**src/rtl/path_delay_pkg.sv**
```systemverilog
// rtl/path_delay_pkg.sv - shared types and constants for the path delay monitor
package path_delay_pkg;

   typedef enum logic {
      IDLE = 1'b0,
      WAIT = 1'b1
   } pdm_state_e;

   localparam int PDM_CNT_W_DEF = 8;
   localparam int PDM_STAT_W    = 16;

   // Saturating event counter step.
   function automatic logic [PDM_STAT_W-1:0] stat_inc(input logic [PDM_STAT_W-1:0] v,
                                                      input logic                  hit);
      return (hit && (v != '1)) ? v + 1'b1 : v;
   endfunction

endpackage

```
**src/rtl/pdm_edge_det.sv**
```systemverilog
// rtl/pdm_edge_det.sv - one-bit toggle detector with previous-level output
module pdm_edge_det (
   input  logic clk,
   input  logic rst,
   input  logic d,
   output logic tgl,
   output logic prev
);

   // Reset also loads the live level, so a value held across reset never reads as a toggle.
   always_ff @(posedge clk) begin
      prev <= d;
   end

   assign tgl = ~rst & (d ^ prev);

endmodule

```
**src/rtl/path_delay_monitor.sv**
```systemverilog
// rtl/path_delay_monitor.sv - src=>dst path delay checker; optional counters via PATH_DELAY_MONITOR_STATS_EN
module path_delay_monitor
   import path_delay_pkg::*;
#(
   parameter int CNT_W   = PDM_CNT_W_DEF,
   parameter bit POL_NEG = 1'b0
) (
   input  logic                  clk,
   input  logic                  rst,
   input  logic                  src,
   input  logic                  dst,
   input  logic [CNT_W-1:0]      rise_min,
   input  logic [CNT_W-1:0]      rise_max,
   input  logic [CNT_W-1:0]      fall_min,
   input  logic [CNT_W-1:0]      fall_max,
`ifdef PATH_DELAY_MONITOR_STATS_EN
   input  logic                  stats_clr,
   output logic [PDM_STAT_W-1:0] n_meas,
   output logic [PDM_STAT_W-1:0] n_early,
   output logic [PDM_STAT_W-1:0] n_late,
   output logic [PDM_STAT_W-1:0] n_pulse,
`endif
   output logic                  busy,
   output logic                  meas_valid,
   output logic [CNT_W-1:0]      meas_delay,
   output logic                  meas_fall,
   output logic                  viol_early,
   output logic                  viol_late,
   output logic                  pulse_rej
);

   localparam logic [CNT_W-1:0] CNT_MAX = '1;
   localparam logic [CNT_W-1:0] CNT_ONE = CNT_W'(1);

   pdm_state_e       state_q, state_d;
   logic [CNT_W-1:0] count_q, count_d;
   logic             exp_q, exp_d;
   logic             lvl0_q, lvl0_d;
   logic             src_e, src_prev;
   logic             dst_e, dst_prev;
   logic             src_exp;
   logic             dst_match;

   logic             done;
   logic             done_tmo;
   logic [CNT_W-1:0] done_delay;
   logic             done_fall;
   logic             rej;
   logic [CNT_W-1:0] lim_min, lim_max;
   logic             early, late;

   pdm_edge_det u_src_det (
      .clk  (clk),
      .rst  (rst),
      .d    (src),
      .tgl  (src_e),
      .prev (src_prev)
   );

   pdm_edge_det u_dst_det (
      .clk  (clk),
      .rst  (rst),
      .d    (dst),
      .tgl  (dst_e),
      .prev (dst_prev)
   );

   assign src_exp = src ^ POL_NEG;

   always_comb begin
      state_d    = state_q;
      count_d    = count_q;
      exp_d      = exp_q;
      lvl0_d     = lvl0_q;
      done       = 1'b0;
      done_tmo   = 1'b0;
      done_delay = count_q;
      done_fall  = ~exp_q;
      rej        = 1'b0;
      // On a toggle the new dst level is the inverse of the previous one.
      dst_match  = dst_e && (~dst_prev == exp_q);

      case (state_q)
         IDLE: begin
            if (src_e) begin
               exp_d  = src_exp;
               lvl0_d = src_prev;
               if (dst_e && (~dst_prev == src_exp)) begin
                  done       = 1'b1;
                  done_delay = '0;
                  done_fall  = ~src_exp;
               end else begin
                  state_d = WAIT;
                  count_d = CNT_ONE;
               end
            end
         end
         WAIT: begin
            if (dst_match) begin
               done = 1'b1;
               // A coincident src toggle opens the next measurement instead of rejecting.
               if (src_e) begin
                  exp_d   = src_exp;
                  lvl0_d  = src_prev;
                  count_d = CNT_ONE;
               end else begin
                  state_d = IDLE;
               end
            end else if (src_e && (src == lvl0_q)) begin
               rej     = 1'b1;
               state_d = IDLE;
            end else if (count_q == CNT_MAX) begin
               done     = 1'b1;
               done_tmo = 1'b1;
               state_d  = IDLE;
            end else begin
               count_d = count_q + 1'b1;
            end
         end
         default: state_d = IDLE;
      endcase
   end

   assign lim_min = done_fall ? fall_min : rise_min;
   assign lim_max = done_fall ? fall_max : rise_max;
   assign early   = done_delay < lim_min;
   assign late    = done_tmo | (done_delay > lim_max);
   assign busy    = (state_q == WAIT);

   always_ff @(posedge clk) begin
      if (rst) begin
         state_q    <= IDLE;
         count_q    <= '0;
         exp_q      <= 1'b0;
         lvl0_q     <= 1'b0;
         meas_valid <= 1'b0;
         meas_delay <= '0;
         meas_fall  <= 1'b0;
         viol_early <= 1'b0;
         viol_late  <= 1'b0;
         pulse_rej  <= 1'b0;
      end else begin
         state_q    <= state_d;
         count_q    <= count_d;
         exp_q      <= exp_d;
         lvl0_q     <= lvl0_d;
         meas_valid <= done;
         viol_early <= done & early;
         viol_late  <= done & late;
         pulse_rej  <= rej;
         if (done) begin
            meas_delay <= done_delay;
            meas_fall  <= done_fall;
         end
      end
   end

`ifdef PATH_DELAY_MONITOR_STATS_EN
   always_ff @(posedge clk) begin
      if (rst || stats_clr) begin
         n_meas  <= '0;
         n_early <= '0;
         n_late  <= '0;
         n_pulse <= '0;
      end else begin
         n_meas  <= stat_inc(n_meas,  meas_valid);
         n_early <= stat_inc(n_early, viol_early);
         n_late  <= stat_inc(n_late,  viol_late);
         n_pulse <= stat_inc(n_pulse, pulse_rej);
      end
   end
`endif

endmodule

```
**config.mk**
```make
export PLATFORM = sky130hd
export DESIGN_NAME = path_delay_monitor
export DESIGN_NICKNAME = d
export VERILOG_FILES = /design/src/rtl/path_delay_pkg.sv /design/src/rtl/pdm_edge_det.sv /design/src/rtl/path_delay_monitor.sv
export SDC_FILE = /design/constraint.sdc
export NUM_CORES = 1
export LEC_CHECK = 0
export ABC_AREA = 0
export CAP_MARGIN = 40
export CORE_MARGIN = 8
export CORE_UTILIZATION = 48
export DETAILED_ROUTE_END_ITERATION = 16
export PLACE_DENSITY = 0.87
export SYNTH_ARGS = -nofsm -noshare
export SYNTH_HDL_FRONTEND = slang
export SYNTH_SLANG_ARGS = --single-unit
```
**constraint.sdc**
```tcl
create_clock -name clk -period 4.5 [get_ports clk]
set_input_delay 0.9 -clock clk [delete_from_list [all_inputs] [get_ports clk]]
set_output_delay 0.9 -clock clk [all_outputs]
set_load 0.1 [all_outputs]
```
==> flow_metrics.env, run 1 <==
export IMPL_run_status="completed"
export IMPL_clock_fmax_ghz=0.272
export IMPL_area_growth_pct=47.3
export IMPL_worst_hold_slack_ps=491
export IMPL_synth_edf_count=0
export IMPL_post_cts_buffers=0
export IMPL_ios=50
export IMPL_crit_slowest_cell="clkdlybuf4s50_1"
export IMPL_cts_num_sinks=26
export IMPL_yosysWarningCount=0
export IMPL_crit_buf_inv=2
export IMPL_clockBufferDepth=2
export IMPL_nNetsFinal=316
export IMPL_critPathTopFamily="buffers and inverters"
export IMPL_diodes=0
export IMPL_max_slew_margin_pct=49.2
export IMPL_drv_cap=0
export IMPL_overflow=0
export IMPL_critical_path_arrival_ps=3900
export IMPL_clk_pin_slew_worst_paths_ps=140
export IMPL_ys_ff_latch=26
export IMPL_dieArea_um2=5840
export IMPL_insertion_delay_ps=320
export IMPL_power_density_nw_per_um2=213
export IMPL_period_share_pct=81.6
export IMPL_synthSimpleGateAreaFrac_pct=24.6
export IMPL_setup_tns_ps=0
export IMPL_rsz0062_at_grt="no"
export IMPL_async_flop_share_pct=0
export IMPL_ant_nets=0
export IMPL_dp_hpwl_mm=3.92
export IMPL_drt_vias_per_instance=5.62
export IMPL_reg2reg_slack_ps=1730
export IMPL_worstSetupPathDepth=14
export IMPL_ctsHoldBuffers=0
export IMPL_dieWidth_um=76.4
export IMPL_synthAdderAreaFrac_pct=11.4
export IMPL_ys_seq_area_share_pct=29.7
export IMPL_critPathCaptureType="flip-flop"
export IMPL_cts_made_buffers=3
export IMPL_cts_resized=0
export IMPL_cp_max_fo=16
export IMPL_drt_initial_drc_count=130
export IMPL_yosysTopAreaCell="dfxtp_1"
export IMPL_grt_total_usage_pct=16.7
export IMPL_irDropWorstVdd_v=0.000179
export IMPL_postSynthCellCount=199
export IMPL_antenna_found_initial=0
export IMPL_core_area_um2=3580
export IMPL_power_uw=550
export IMPL_path_class="in -> reg"
export IMPL_row_count=22
export IMPL_setup_worst_path_start_class="primary input"
export IMPL_dr_pass1_iters=5
export IMPL_synth_compound_area_share_pct=15.6
export IMPL_syn_area_per_cell_um2=8.80
export IMPL_yosys_top_cells_area="dfxtp_1 (30%), mux2i_1 (15%), ha_1 (11%)"
export IMPL_tightest_slew_ps=755
export IMPL_hp_class="reg -> reg"
export IMPL_clock_skew_ps=6.25
export IMPL_hold_viol=0
export IMPL_post_route_min_period_ps=3670
export IMPL_synth_nets=251
export IMPL_die_h_um=76.4
export IMPL_synth_top_family_by_area="simple AND/OR/NAND/NOR gates"
export IMPL_worst_ep_required_time_ps=4730
export IMPL_grt_pass1_wl_mm=8.40
export IMPL_vias=1747
export IMPL_cts_tree="done"
export IMPL_initial_utilization_pct=49.0
export IMPL_routabilityCongestion=0.938
export IMPL_synth_commonest_cells="dfxtp_1 (26), mux2i_1 (26), ha_1 (16), nor2_1 (16), a21oi_1 (14)"
export IMPL_crit_chain="clkdlybuf4s50_1 -> nand2b_1 -> o22ai_1 -> nand2_1 -> mux2i_2 -> buf_4 -> mux2i_1 -> ha_1 -> and3_1 -> o21ai_0 -> a31oi_1 -> a211o_1 -> o211ai_1 -> a21oi_1"
export IMPL_drt_wirelength_per_cell_um=15.9
export IMPL_r2r_cells=13
export IMPL_h_tree_depth=1
export IMPL_synth_distinct_cells=43
export IMPL_drive_above_1_share_pct=11.0
export IMPL_fillers=244
export IMPL_final_cells=311
export IMPL_synth_top_area_share_pct=29.7
export IMPL_r2r_end="viol_late"
export IMPL_max_stage_delay_ps=630
export IMPL_grt_max_degree=17
export IMPL_synthFlopType="dfxtp_1"
export IMPL_first_global_vias=1710
export IMPL_syn_area_um2=1750
export IMPL_synthMuxAreaShare_pct=15.5
export IMPL_setup_viol=0
export IMPL_timing_critical_path_to="viol_late"
export IMPL_dp_cells=307
export IMPL_slew_viol_final=0
export IMPL_crit_start="src"
export IMPL_drc=0
export IMPL_root_buffer="clkbuf_4"
export IMPL_timing_rr_start="u_src_det.prev"
export IMPL_drt_total_wl_mm=4.95
export IMPL_synth_xor_xnor_area_share_pct=1.00
export IMPL_io_buffers=49
export IMPL_power_leakage_uw=0.00117
[routing by layer]
metal,up-vias,GRT usage [%],wire [um]
met5,-,0,0
met4,0,2.69,87
met3,20,3.77,300
met2,72,29.2,2370
met1,780,20.5,2190
li1,875,-,-
[cell usage in the layout (no fill, tap or decap), drive strengths merged, types with 3 or more instances in the layout]
cell type,netlist,final
nand4,4,4
dfxtp,26,26
o21ai,10,10
nand2,13,13
a211oi,3,3
and2,9,9
nor2,16,16
nand3,8,8
buf,4,18
nor2b,4,4
mux2i,26,26
clkdlybuf4s50,0,49
or3,4,4
ha,16,16
a21oi,15,15
nand2b,3,3
clkbuf,3,3
and3,4,4
[per-stage QoR]
| step | instance area, um2 | worst slack (ps) | util, % |
|---|---|---|---|
| finish | 2580 | 830 | 72.1 |
| CTS | 2580 | 865 | 72.1 |
| detailed placement | 2530 | 513 | 70.6 |
| global route | 2580 | 589 | 72.1 |
| global placement | 2300 | 616 | 64.4 |
| floorplan | 1750 | 904 | - |
[report_power, final]
part           internal, uW  switching, uW  leakage, uW
clock                  90.0           68.8    0.0000279
combinational          73.6           71.3     0.000933
sequential              236           9.88     0.000211
[layout make-up]
type                    instances  area [um2]  share of cell area (%)
flip-flops and latches         26         520                    20.2
clock inverters                 1        30.0                    1.16
multi-input cells             164        1200                    46.4
repair buffers                 67         743                    28.8
inverters                       2        7.51                   0.291
well taps                      48        60.1                    2.33
clock buffers                   3        22.5                   0.873
[worst min-delay path: cells and delay by family (launching register included)]
kind	cells	cell delay (ps)
flops	1	340
simple gates	1	60
compound gates	1	50
[logic make-up (layout without fill, tap and decap cells)]
logic type | after synthesis | after routing
and+or+nand+nor | 77 | 77
AOI/OAI and AO/OA | 42 | 42
muxes | 27 | 27
DFF | 26 | 26
adders and majority gates | 16 | 16
buffers and inverters | 9 | 73
xor gates and xnor gates | 2 | 2
[worst min path at each step]
stage | startpoint | to | slack [ps] | cells past startpoint
after floorplan | count_q[6] | count_q[6] | 470 | 2
after global placement | meas_fall | meas_fall | 450 | 2
after detailed placement | meas_fall | meas_fall | 470 | 2
after CTS | meas_fall | meas_fall | 490 | 2
after global routing | meas_fall | meas_fall | 520 | 2
final | meas_fall | meas_fall | 490 | 2
[sequential cells by signal, summed over array words and instances, names as in the netlist]
name	flops
count_q	8
meas_delay	8
busy	1
exp_q	1
lvl0_q	1
meas_fall	1
meas_valid	1
pulse_rej	1
u_dst_det.prev	1
u_src_det.prev	1
viol_early	1
viol_late	1
No activity file was read; power rests on OpenSTA's default activity.
==> run 2: changes to the inputs <==
==> constraint.sdc (replaced) <==
create_clock -name clk -period 3.65 [get_ports clk]
set_input_delay 0.73 -clock clk [delete_from_list [all_inputs] [get_ports clk]]
set_output_delay 0.73 -clock clk [all_outputs]
set_load 0.1 [all_outputs]
==> run 2 against run 1 <==
  * Register-to-register slack worse by 860 ps
  * Total power is 24% higher
  * Final cell count is 0.32% higher
  * Worst setup slack worse by 490 ps
  * Count of clock-buffer cells in the layout stayed put
  * Sequential power is 24% higher
  * Die area stayed put
  * Sequential cell count stayed put
  * Hold slack better by 16 ps
  * Final area hardly changed
==> flow_metrics.env, run 2 (same netlist as run 1, synthesis figures left out) <==
export IMPL_r2r_end="viol_late"
export IMPL_worstHoldEndpoint="meas_fall"
export IMPL_timing_rr_start="u_src_det.prev"
export IMPL_critical_path_arrival_ps=3550
export IMPL_grt_total_usage_pct=16.8
export IMPL_first_global_vias=1704
export IMPL_reg2reg_slack_ps=870
export IMPL_power_density_nw_per_um2=265
export IMPL_grt_pass1_wl_mm=8.29
export IMPL_fillers=261
export IMPL_cts_num_sinks=26
export IMPL_dr_pass1_iters=4
export IMPL_irDropWorstVdd_v=0.000289
export IMPL_post_route_min_period_ps=3310
export IMPL_core_area_um2=3580
export IMPL_drive_above_1_share_pct=11.7
export IMPL_drc=0
export IMPL_dpl_cell_area_um2=2520
export IMPL_clk_pin_slew_worst_paths_ps=140
export IMPL_cts_made_buffers=3
export IMPL_drv_cap=0
export IMPL_critPathTopFamily="compound AO/OA/AOI/OAI gates"
export IMPL_postLayoutCellArea_um2=2580
export IMPL_root_buffer="clkbuf_4"
export IMPL_critPathCaptureType="flip-flop"
export IMPL_initial_utilization_pct=49.0
export IMPL_drt_vias_per_instance=5.68
export IMPL_area_growth_pct=47.1
export IMPL_nNetsFinal=317
export IMPL_cts_resized=0
export IMPL_hold_viol=0
export IMPL_cp_max_fo=16
export IMPL_row_count=22
export IMPL_post_cts_buffers=0
export IMPL_max_slew_margin_pct=55.3
export IMPL_utilization_pct=72.0
export IMPL_path_class="in -> reg"
export IMPL_timing_final_ws_setup_ps=337
export IMPL_clockBufferDepth=2
export IMPL_h_tree_depth=1
export IMPL_hp_class="reg -> reg"
export IMPL_r2r_cells=13
export IMPL_dp_hpwl_mm=4.05
export IMPL_max_stage_delay_ps=540
export IMPL_setup_worst_path_start_class="primary input"
export IMPL_final_cell_mix="clkdlybuf4s50_1 (48), dfxtp_1 (26), mux2i_1 (25)"
export IMPL_worst_hold_slack_ps=507
export IMPL_insertion_delay_ps=330
export IMPL_crit_buf_inv=2
export IMPL_min_delay_start="meas_fall"
export IMPL_tightest_slew_ps=664
export IMPL_io_buffers=49
export IMPL_worst_ep_required_time_ps=3890
export IMPL_slew_viol_final=0
export IMPL_dieArea_um2=5840
export IMPL_drt_wirelength_per_cell_um=16.0
export IMPL_power_leakage_uw=0.00118
export IMPL_final_common_cell="clkdlybuf4s50_1"
export IMPL_setup_viol=0
export IMPL_crit_slowest_cell="clkdlybuf4s50_1"
export IMPL_routabilityCongestion=0.931
export IMPL_die_h_um=76.4
export IMPL_dieWidth_um=76.4
export IMPL_reg_largest_list="count_q x8, meas_delay x8"
export IMPL_antenna_found_initial=0
export IMPL_clock_fmax_ghz=0.302
export IMPL_drt_initial_drc_count=87
export IMPL_cts_tree="done"
export IMPL_overflow=0
export IMPL_min_path_cells=2
export IMPL_run_status="completed"
export IMPL_period_share_pct=90.8
export IMPL_ios=50
export IMPL_ant_nets=0
export IMPL_drt_total_wl_mm=5.00
export IMPL_setup_tns_ps=0
export IMPL_rsz0062_at_grt="no"
export IMPL_ctsHoldBuffers=0
export IMPL_clock_skew_ps=3.22
export IMPL_crit_chain="clkdlybuf4s50_1 -> or2b_1 -> o22ai_1 -> nand2_1 -> mux2i_2 -> buf_12 -> mux2i_1 -> ha_1 -> and3_1 -> o21ai_0 -> a31oi_1 -> a211o_1 -> o211ai_1 -> a21oi_1"
export IMPL_vias=1771
export IMPL_diodes=0
export IMPL_pre_cts_ws_ps=-2.53
export IMPL_grt_max_degree=17
==> run 2: worst max path at each step <==
| stage | startpoint | end | slack, ps | depth (start not counted) |
|---|---|---|---|---|
| floorplan | busy | viol_late | 60 | 11 |
| global placement | dst | viol_late | 130 | 14 |
| detailed placement | dst | viol_late | -3 | 14 |
| CTS | dst | viol_late | 360 | 14 |
| global route | dst | viol_late | 160 | 14 |
| finish | dst | viol_late | 340 | 14 |
==> run 2: per-layer routing <==
layer,wire length (um),GRT usage [%],vias up
met1,2190,20.1,830
li1,-,-,873
met2,2490,29.5,62
met5,0,0,-
met3,257,3.42,6
met4,61,4.62,0
==> run 2: power breakdown <==
part / switching (uW) / internal, uW
logic: 88.1 / 90.0
registers: 12.4 / 291
clock network: 89.9 / 111
total: 190 / 492
==> run 2: area by class of cell <==
cell class / instances / area [um2] / share of cell area, %
multi-input combinational: 164 / 1200 / 46.4
timing repair buffer: 68 / 741 / 28.7
sequential: 26 / 520 / 20.2
tap: 48 / 60.1 / 2.33
clock inverter: 1 / 30.0 / 1.17
clock buffer: 3 / 22.5 / 0.874
inverter: 2 / 7.51 / 0.291
==> run 2: stage by stage <==
step	power, uW	cells
after detailed placement	487	308
after global placement	476	295
final	683	312
after floorplan	410	199
after CTS	683	312
after global routing	712	312
==> run 2: worst min-delay path, stage by stage, from the launching register on <==
cell	delay [ps]
dfxtp_1	350
nand3_1	70
a21oi_1	60
==> variant, RTL diff (flow settings as in run 2) <==
Register the output `busy`, without a reset; this adds one clock of latency there. The other outputs are not delayed to match.
--- a/src/rtl/path_delay_monitor.sv
+++ b/src/rtl/path_delay_monitor.sv
@@ -127,3 +127,5 @@
    assign late    = done_tmo | (done_delay > lim_max);
-   assign busy    = (state_q == WAIT);
+   always_ff @(posedge clk) begin
+      busy <= (state_q == WAIT);
+   end
 
Formal check against the unedited RTL: not equivalent (a bounded check fails within 4 cycles, from zero or initial values and one cycle with rst high).
==> variant against run 2 <==
  * Area after synthesis grew 2.6%
  * Routed wire length is 11% higher
  * Maximum frequency decreased by 1.0%
  * Final area up 3.6%
  * Synthesized cell count is 0.50% higher
  * Sequential cell count grew 1
  * Power is 4.0% lower
  * Setup slack got worse by 35 ps
==> variant: results (changes against run 2) <==
Placed design
  – Pre-CTS WS: 46.4 ps (+48.9 ps)
  – Placed Instances: 311 (+0.97%)
  – HPWL after DPL: 4340 um (+7.2%)
  – Cell Area, Placed: 2630 sq um (+4.0%)

Drt
  – Wire per inst: 17.6 um (+10%)
  – Routed length on met3: 273 um (+6.2%)
  – Top Layer Used: met4
  – Met2 wire len: 2730 um (+9.5%)
  – Via-to-Cell Ratio: 5.75 (+1.3%)

Worst setup path
  – R2R setup slack: 940 ps (+70 ps)
  – Slowest stage delay, CP: 610 ps (+70 ps)
  – CP delay by family, top: buffers and inverters
  – Worst Setup SP: src
  – Arrival time worst endpoint: 3520 ps (-30 ps)
  – Crit Reg-Reg Startpoint: u_dst_det.prev$_DFF_P_

Logic synthesis
  – Top post-synthesis cells by count: dfxtp_1 (27), mux2i_1 (24), a21oi_1 (19)
  – Syn_area_per_cell: 8.99 sq um (+2.1%)
  – Syn Nets: 252 (+0.40%)
  – Synth cell types: 47 (+9.3%)

Worst hold path
  – Hold path start: state_q$_SDFF_PP0_
  – Hold path depth: 0 (-2)
  – Hold endpoint: busy$_DFF_P_

Clock tree
  – Reg clk slew, reported paths: 90 ps (-50 ps)
  – Root Buffer: clkbuf_8
  – Later-pin clock latency in the skew report: 280 ps (-50 ps)

Pwr
  – Worst VDD drop: 0.000180 V (-38%)
  – Leakage power figure: 1.16 nW (-1.3%)

Outcome
  – Status: complete, no violations

Finish
  – Final nets: 320 (+0.95%)
  – Share of cells above drive strength 1: 0.127 (+0.00992)

Global routing
  – Routing usage on met3: 0.0303 (-0.00390)
  – First-pass GRT wire length: 9230 um (+11%)
  – GR Util met1: 0.207 (+0.00539)
  – Vias in the first global route: 1911 (+12%)
  – Total track usage: 0.187 (+0.0192)

STA
  – Worst-margin pin slew: 708 ps (+43.5 ps)
  – Clk_skew: 5.70 ps (+2.49 ps)
==> variant: cell types whose count changed after synthesis, moves of 3 or more <==
cell | before | now
a21oi_1 | 14 | 19
inv_1 | 2 | 5
nand2_1 | 13 | 8
nor4b_2 | 0 | 3
o21ai_0 | 10 | 6
o21ai_1 | 0 | 4
or3_1 | 4 | 0
==> variant: where the power goes <==
part	internal [mW]	switching [mW]
Sequential	0.302	0.0102
Clock	0.0783	0.0918
Combinational	0.0897	0.0842
==> variant: layout make-up <==
type | instances | area (sq um)
well taps | 48 | 60.1
inverters | 7 | 26.3
flip-flops and latches | 27 | 541
repair buffers | 69 | 796
fillers | 245 | 962
clock buffers | 4 | 45.0
multi-input cells | 160 | 1200
==> variant: logic make-up after synthesis <==
family | share of synthesized area
DFF | 0.301
AOI/OAI and AO/OA | 0.161
and+or+nand+nor | 0.241
buffers and inverters | 0.0327
adders and majority gates | 0.111
xor gates and xnor gates | 0.00487
muxes | 0.148
